**src/rtl/add_sub_serial_nbit_if.sv**
```systemverilog
// rtl/add_sub_serial_nbit_if.sv - operand/result handshake bundle for the serial adder/subtractor
interface add_sub_serial_nbit_if #(
  parameter int N = 32
);
  logic         in_valid;
  logic         in_ready;
  logic [N-1:0] x;
  logic [N-1:0] y;
  logic         add_n;
  logic         out_valid;
  logic         out_ready;
  logic [N-1:0] sum;
  logic         cout;
  logic         ovf;

  modport master (
    output in_valid, x, y, add_n, out_ready,
    input  in_ready, out_valid, sum, cout, ovf
  );

  modport slave (
    input  in_valid, x, y, add_n, out_ready,
    output in_ready, out_valid, sum, cout, ovf
  );
endinterface

```
**src/rtl/add_sub_serial_nbit.sv**
```systemverilog
// rtl/add_sub_serial_nbit.sv - N-bit add/sub computed W bits per clock through one slice
// Carry lives in a register between slices; result held in DONE until the consumer takes it.
module add_sub_serial_nbit #(
  parameter int N = 32,
  parameter int W = 8
) (
  input logic                 clk,
  input logic                 rst,
  add_sub_serial_nbit_if.slave bus_if
);
  localparam int NCHUNK = N / W;
  localparam int CW     = (NCHUNK > 1) ? $clog2(NCHUNK) : 1;

  if ((W < 1) || (W > N) || ((N % W) != 0)) begin : g_bad_params
    $error("add_sub_serial_nbit: N must be a positive multiple of W");
  end

  typedef enum logic [1:0] {IDLE, RUN, DONE} state_t;

  state_t        state_q, state_d;
  logic [N-1:0]  xa_q, xa_d;
  logic [N-1:0]  yb_q, yb_d;
  logic          carry_q, carry_d;
  logic [CW-1:0] cnt_q, cnt_d;
  logic [N-1:0]  sum_q, sum_d;
  logic          cout_q, cout_d;
  logic          ovf_q, ovf_d;

  logic [W-1:0]  xs, ys;
  logic [W:0]    slice;
  logic          last;

  // Select the active chunk with constant part-selects so no variable index reaches synthesis.
  always_comb begin
    xs = '0;
    ys = '0;
    for (int k = 0; k < NCHUNK; k++) begin
      if (cnt_q == CW'(k)) begin
        xs = xa_q[k*W +: W];
        ys = yb_q[k*W +: W];
      end
    end
    slice = {1'b0, xs} + {1'b0, ys} + {{W{1'b0}}, carry_q};
    last  = (cnt_q == CW'(NCHUNK - 1));
  end

  always_comb begin
    state_d          = state_q;
    xa_d             = xa_q;
    yb_d             = yb_q;
    carry_d          = carry_q;
    cnt_d            = cnt_q;
    sum_d            = sum_q;
    cout_d           = cout_q;
    ovf_d            = ovf_q;
    bus_if.in_ready  = 1'b0;
    bus_if.out_valid = 1'b0;

    unique case (state_q)
      IDLE: begin
        bus_if.in_ready = 1'b1;
        if (bus_if.in_valid) begin
          xa_d    = bus_if.x;
          yb_d    = bus_if.add_n ? ~bus_if.y : bus_if.y;
          carry_d = bus_if.add_n;
          cnt_d   = '0;
          state_d = RUN;
        end
      end
      RUN: begin
        for (int k = 0; k < NCHUNK; k++) begin
          if (cnt_q == CW'(k)) begin
            sum_d[k*W +: W] = slice[W-1:0];
          end
        end
        carry_d = slice[W];
        if (last) begin
          cout_d  = slice[W];
          ovf_d   = (xa_q[N-1] == yb_q[N-1]) && (slice[W-1] != xa_q[N-1]);
          state_d = DONE;
        end else begin
          cnt_d = cnt_q + CW'(1);
        end
      end
      DONE: begin
        bus_if.out_valid = 1'b1;
        if (bus_if.out_ready) begin
          state_d = IDLE;
        end
      end
      default: state_d = IDLE;
    endcase
  end

  always_ff @(posedge clk or posedge rst) begin
    if (rst) begin
      state_q <= IDLE;
      xa_q    <= '0;
      yb_q    <= '0;
      carry_q <= 1'b0;
      cnt_q   <= '0;
      sum_q   <= '0;
      cout_q  <= 1'b0;
      ovf_q   <= 1'b0;
    end else begin
      state_q <= state_d;
      xa_q    <= xa_d;
      yb_q    <= yb_d;
      carry_q <= carry_d;
      cnt_q   <= cnt_d;
      sum_q   <= sum_d;
      cout_q  <= cout_d;
      ovf_q   <= ovf_d;
    end
  end

  assign bus_if.sum  = sum_q;
  assign bus_if.cout = cout_q;
  assign bus_if.ovf  = ovf_q;
endmodule

```
**src/flat_wrapper.sv**
```systemverilog
// flat-port wrapper written by rule: the top's interface ports become plain ports
module add_sub_serial_nbit_flat 
#(
  parameter int N = 32,
  parameter int W = 8
)
  (clk, rst, bus_if_in_valid, bus_if_x, bus_if_y, bus_if_add_n, bus_if_out_ready, bus_if_in_ready, bus_if_out_valid, bus_if_sum, bus_if_cout, bus_if_ovf);
  add_sub_serial_nbit_if #(.N(N)) bus_if_i ();
  input logic clk;
  input logic rst;
  input wire logic [$bits(bus_if_i.in_valid)-1:0] bus_if_in_valid;
  input wire logic [$bits(bus_if_i.x)-1:0] bus_if_x;
  input wire logic [$bits(bus_if_i.y)-1:0] bus_if_y;
  input wire logic [$bits(bus_if_i.add_n)-1:0] bus_if_add_n;
  input wire logic [$bits(bus_if_i.out_ready)-1:0] bus_if_out_ready;
  output wire logic [$bits(bus_if_i.in_ready)-1:0] bus_if_in_ready;
  output wire logic [$bits(bus_if_i.out_valid)-1:0] bus_if_out_valid;
  output wire logic [$bits(bus_if_i.sum)-1:0] bus_if_sum;
  output wire logic [$bits(bus_if_i.cout)-1:0] bus_if_cout;
  output wire logic [$bits(bus_if_i.ovf)-1:0] bus_if_ovf;
  assign bus_if_i.in_valid = bus_if_in_valid;
  assign bus_if_i.x = bus_if_x;
  assign bus_if_i.y = bus_if_y;
  assign bus_if_i.add_n = bus_if_add_n;
  assign bus_if_i.out_ready = bus_if_out_ready;
  assign bus_if_in_ready = bus_if_i.in_ready;
  assign bus_if_out_valid = bus_if_i.out_valid;
  assign bus_if_sum = bus_if_i.sum;
  assign bus_if_cout = bus_if_i.cout;
  assign bus_if_ovf = bus_if_i.ovf;
  add_sub_serial_nbit #(.N(N), .W(W)) u_core (.clk(clk), .rst(rst), .bus_if(bus_if_i));
endmodule
```
**config.mk**
```make
export PLATFORM = sky130hd
export DESIGN_NAME = add_sub_serial_nbit_flat
export DESIGN_NICKNAME = d
export VERILOG_FILES = /design/src/rtl/add_sub_serial_nbit_if.sv /design/src/rtl/add_sub_serial_nbit.sv /design/src/flat_wrapper.sv
export SDC_FILE = /design/constraint.sdc
export NUM_CORES = 1
export LEC_CHECK = 0
export CAP_MARGIN = 30
export CORE_ASPECT_RATIO = 0.7
export CORE_MARGIN = 2
export CORE_UTILIZATION = 30
export DETAILED_ROUTE_END_ITERATION = 7
export PLACE_DENSITY = 0.63
export RECOVER_POWER = 25
export SLEW_MARGIN = 25
export SYNTH_ARGS = -nofsm -noshare
export SYNTH_HDL_FRONTEND = slang
export SYNTH_SLANG_ARGS = --single-unit
```
**constraint.sdc**
```tcl
create_clock -name clk -period 5.28 [get_ports clk]
set_clock_uncertainty 0.2 [all_clocks]
set_input_delay 1.056 -clock clk [delete_from_list [all_inputs] [get_ports clk]]
set_output_delay 1.056 -clock clk [all_outputs]
set_load 0.02 [all_outputs]
```
==> impl_metrics.yaml <==
layout:
  layout_commonest_cell: "dfrtp_1"
  diodes: 0
  final_cell_mix: "dfrtp_1, clkdlybuf4s50_1, a21oi_1, nand2_1, nor2_1"
  layout-drive-gt1-share: 0.09344
  area_growth_pct: 28.13
  finish.utilization: 0.3903
  final_nets: 688
worst_setup_path:
  required_ps: 5370
  reg2regPathDepth: 14
  reg2reg_setup_slack_ps: 1460
  startpoint_type: "flip-flop"
  critPathKind: "reg2reg"
  timing.rr.start: "u_core.cnt_q[1]"
  arrival_ps: 3910
  path_max_fanout: 31
  worstReg2RegEnd: "u_core.bus_if.cout"
  end_kind: "flip-flop"
  setup.worst_path.start: "u_core.cnt_q[1]"
place:
  port_buffers: 104
  globalplace.congestion: 0.8295
  post-dp-hpwl_um: 9596
clock_tree:
  clockRootBuffer: "clkbuf_16"
  clk_latency_ps: 350
  cts_resized: 0
  post_cts_buffers: 0
  clockBufferDepth: 2
  clkTransAtPathRegs_ps: 70
  htree_levels: 3
  clkSinkCount: 103
  cts_buffers: 9
  cts-hold-fix-buffers: 0
  cts_tree: "yes"
sta:
  rsz0062_at_grt: "false"
  worst_slew_pin_slew_ps: 2859
  hold_ws_ps: 276.0
  max_freq_ghz: 0.2615
  slew_headroom: -0.9162
  fin_tns_setup_ps: 0
  finalHoldViolations: 0
  setup_viol: 0
  period_share: 0.7243
  min_period_ps: 3824
  maxSlewViolCount: 65
global_routing:
  antenna_found_initial: 0
  top_usage_layer: "met2"
  grt_max_degree: 97
  track_usage: 0.1475
  grt_overflow: 0
  use_met2: 0.2342
  grt_util_met1: 0.1996
  grt_pass1_wl_um: 21070
  first_global_vias: 4042
  grt_use_met3: 0.03586
run:
  max_cap_viol_count: 1
power_and_ir_drop:
  powerDensity_mw_per_mm2: 700.0
  ir_worst_vdd_mv: 0.3125
  leakage_uw: 0.002686
synth:
  synth_fp_nets: 605
  synthArstFlopShare: 1.000
  synth_seq_cells: 103
  yosys.area.top_type_share: 0.4958
  synthesis.area_mm2: 0.005199
  yosysSeqAreaShare: 0.4958
  avgSynthCellArea_um2: 9.940
  synth_area_leader_cell: "dfrtp_1"
  yosys-top-cells-area: "dfrtp_1, a21oi_1, mux2_2"
  synth-edff-count: 0
  ys.flop_type: "dfrtp_1"
  yosysWarnings: 0
  postSynthCellCount: 523
  synth_cell_types: 43
routing:
  ant_nets: 0
  drc: 0
  routed_wl_um: 12960
  drt_iter0_markers: 151
  routedWlPerCell_um: 15.41
  vias: 3983
  via_per_inst: 4.736
  dr.pass1.iters: 4
die:
  dieArea_mm2: 0.01842
  start_util: 0.3046
  core_area_mm2: 0.01707
  die-height_um: 114.1
  num_rows: 40
  fp.dieW_um: 161.3
  ioPinCount: 105
outcome:
  violations: "capacitance limit, slew limit"
  status: "finished with violations"
hold_path:
  hold_end: "u_core.bus_if.sum[18]"
  hp-class: "reg2reg"
  hp-start: "u_core.bus_if.sum[18]"
  worstHoldPathCells: 2
## routing by layer
layer  vias up  wire length (µm)
li1       1953                 -
met1      1915              6239
met2        99              5902
met3        16               601
met4         0               217
met5         -                 0
## sequential cells by signal, summed over array words and instances, names as in the netlist
| signal | cells |
|---|---|
| u_core.carry_q | 1 |
| u_core.state_q | 2 |
| u_core.cnt_q | 2 |
| u_core.yb_q | 32 |
| u_core.xa_q | 32 |
| u_core.bus_if.sum | 32 |
| u_core.bus_if.cout | 1 |
| u_core.bus_if.ovf | 1 |
## stage by stage
stage	setup WS, ps	cells	instance area [µm²]	total power (µW)
detailed placement	1471	825	6351	4034
finish	1456	841	6661	4663
CTS	1446	840	6635	4692
global placement	1615	825	6351	3937
floorplan	1320	523	5199	3198
global route	1093	841	6661	5080
## worst max-delay path by stage
stage               slack (ps)                     to  depth (start not counted)
finish                    1460     u_core.bus_if.cout                         14
global route              1090  u_core.bus_if.sum[31]                          3
CTS                       1450     u_core.bus_if.cout                         14
detailed placement        1470     u_core.bus_if.cout                         14
global placement          1620     u_core.bus_if.cout                         14
floorplan                 1320     u_core.bus_if.cout                          1
## synth_stat cells, types with 2 or more instances
| cell | count |
|---|---|
| a21o_1 | 4 |
| a21oi_1 | 67 |
| a22o_1 | 2 |
| a22oi_1 | 5 |
| buf_2 | 7 |
| buf_4 | 2 |
| buf_6 | 6 |
| clkbuf_1 | 20 |
| dfrtp_1 | 103 |
| fa_1 | 2 |
| ha_1 | 11 |
| inv_1 | 8 |
| mux2_1 | 4 |
| mux2_2 | 29 |
| mux2i_1 | 5 |
| nand2_1 | 59 |
| nand2_2 | 3 |
| nand2b_1 | 7 |
| nand3_1 | 5 |
| nand3b_1 | 14 |
| nor2_1 | 49 |
| nor2b_1 | 2 |
| o211ai_1 | 2 |
| o21a_1 | 5 |
| o21ai_0 | 47 |
| or4_1 | 4 |
| xnor2_1 | 33 |
| xor2_1 | 3 |
## worst max-delay path: stages (launching register included)
cell,delay [ps]
dfrtp_1,420
inv_1,110
ha_1,750
nand2_1,130
a21oi_1,160
a21oi_1,60
nor2_1,110
a21oi_1,70
fa_1,460
fa_1,410
nor2b_1,150
o21ai_2,80
a21boi_2,290
o41a_1,220
o31a_1,130
## where the power goes
part	switching, µW	total, µW	internal (µW)
sequential	261	1450	1190
clock	294	638	344
combinational	1490	2580	1090
total	2050	4660	2620
## cell families after synthesis
kind of cell / after synthesis / share of synthesized area
compound gates: 141 / 0.1514
fa+ha+maj: 13 / 0.03418
buf+inv: 43 / 0.04284
mux: 38 / 0.08111
flops: 103 / 0.4958
simple gates: 149 / 0.1341
xor+xnor: 36 / 0.06065
## cell type report
cell class	instances	area (µm²)
Timing Repair Buffer	107	1079
Tap cell	231	289.0
Inverter	8	31.28
Sequential cell	103	2577
Clock inverter	4	31.28
Fill cell	1650	10410
Clock buffer	11	252.7
Multi-Input combinational cell	377	2401
Power figures use the tool's default switching activity.
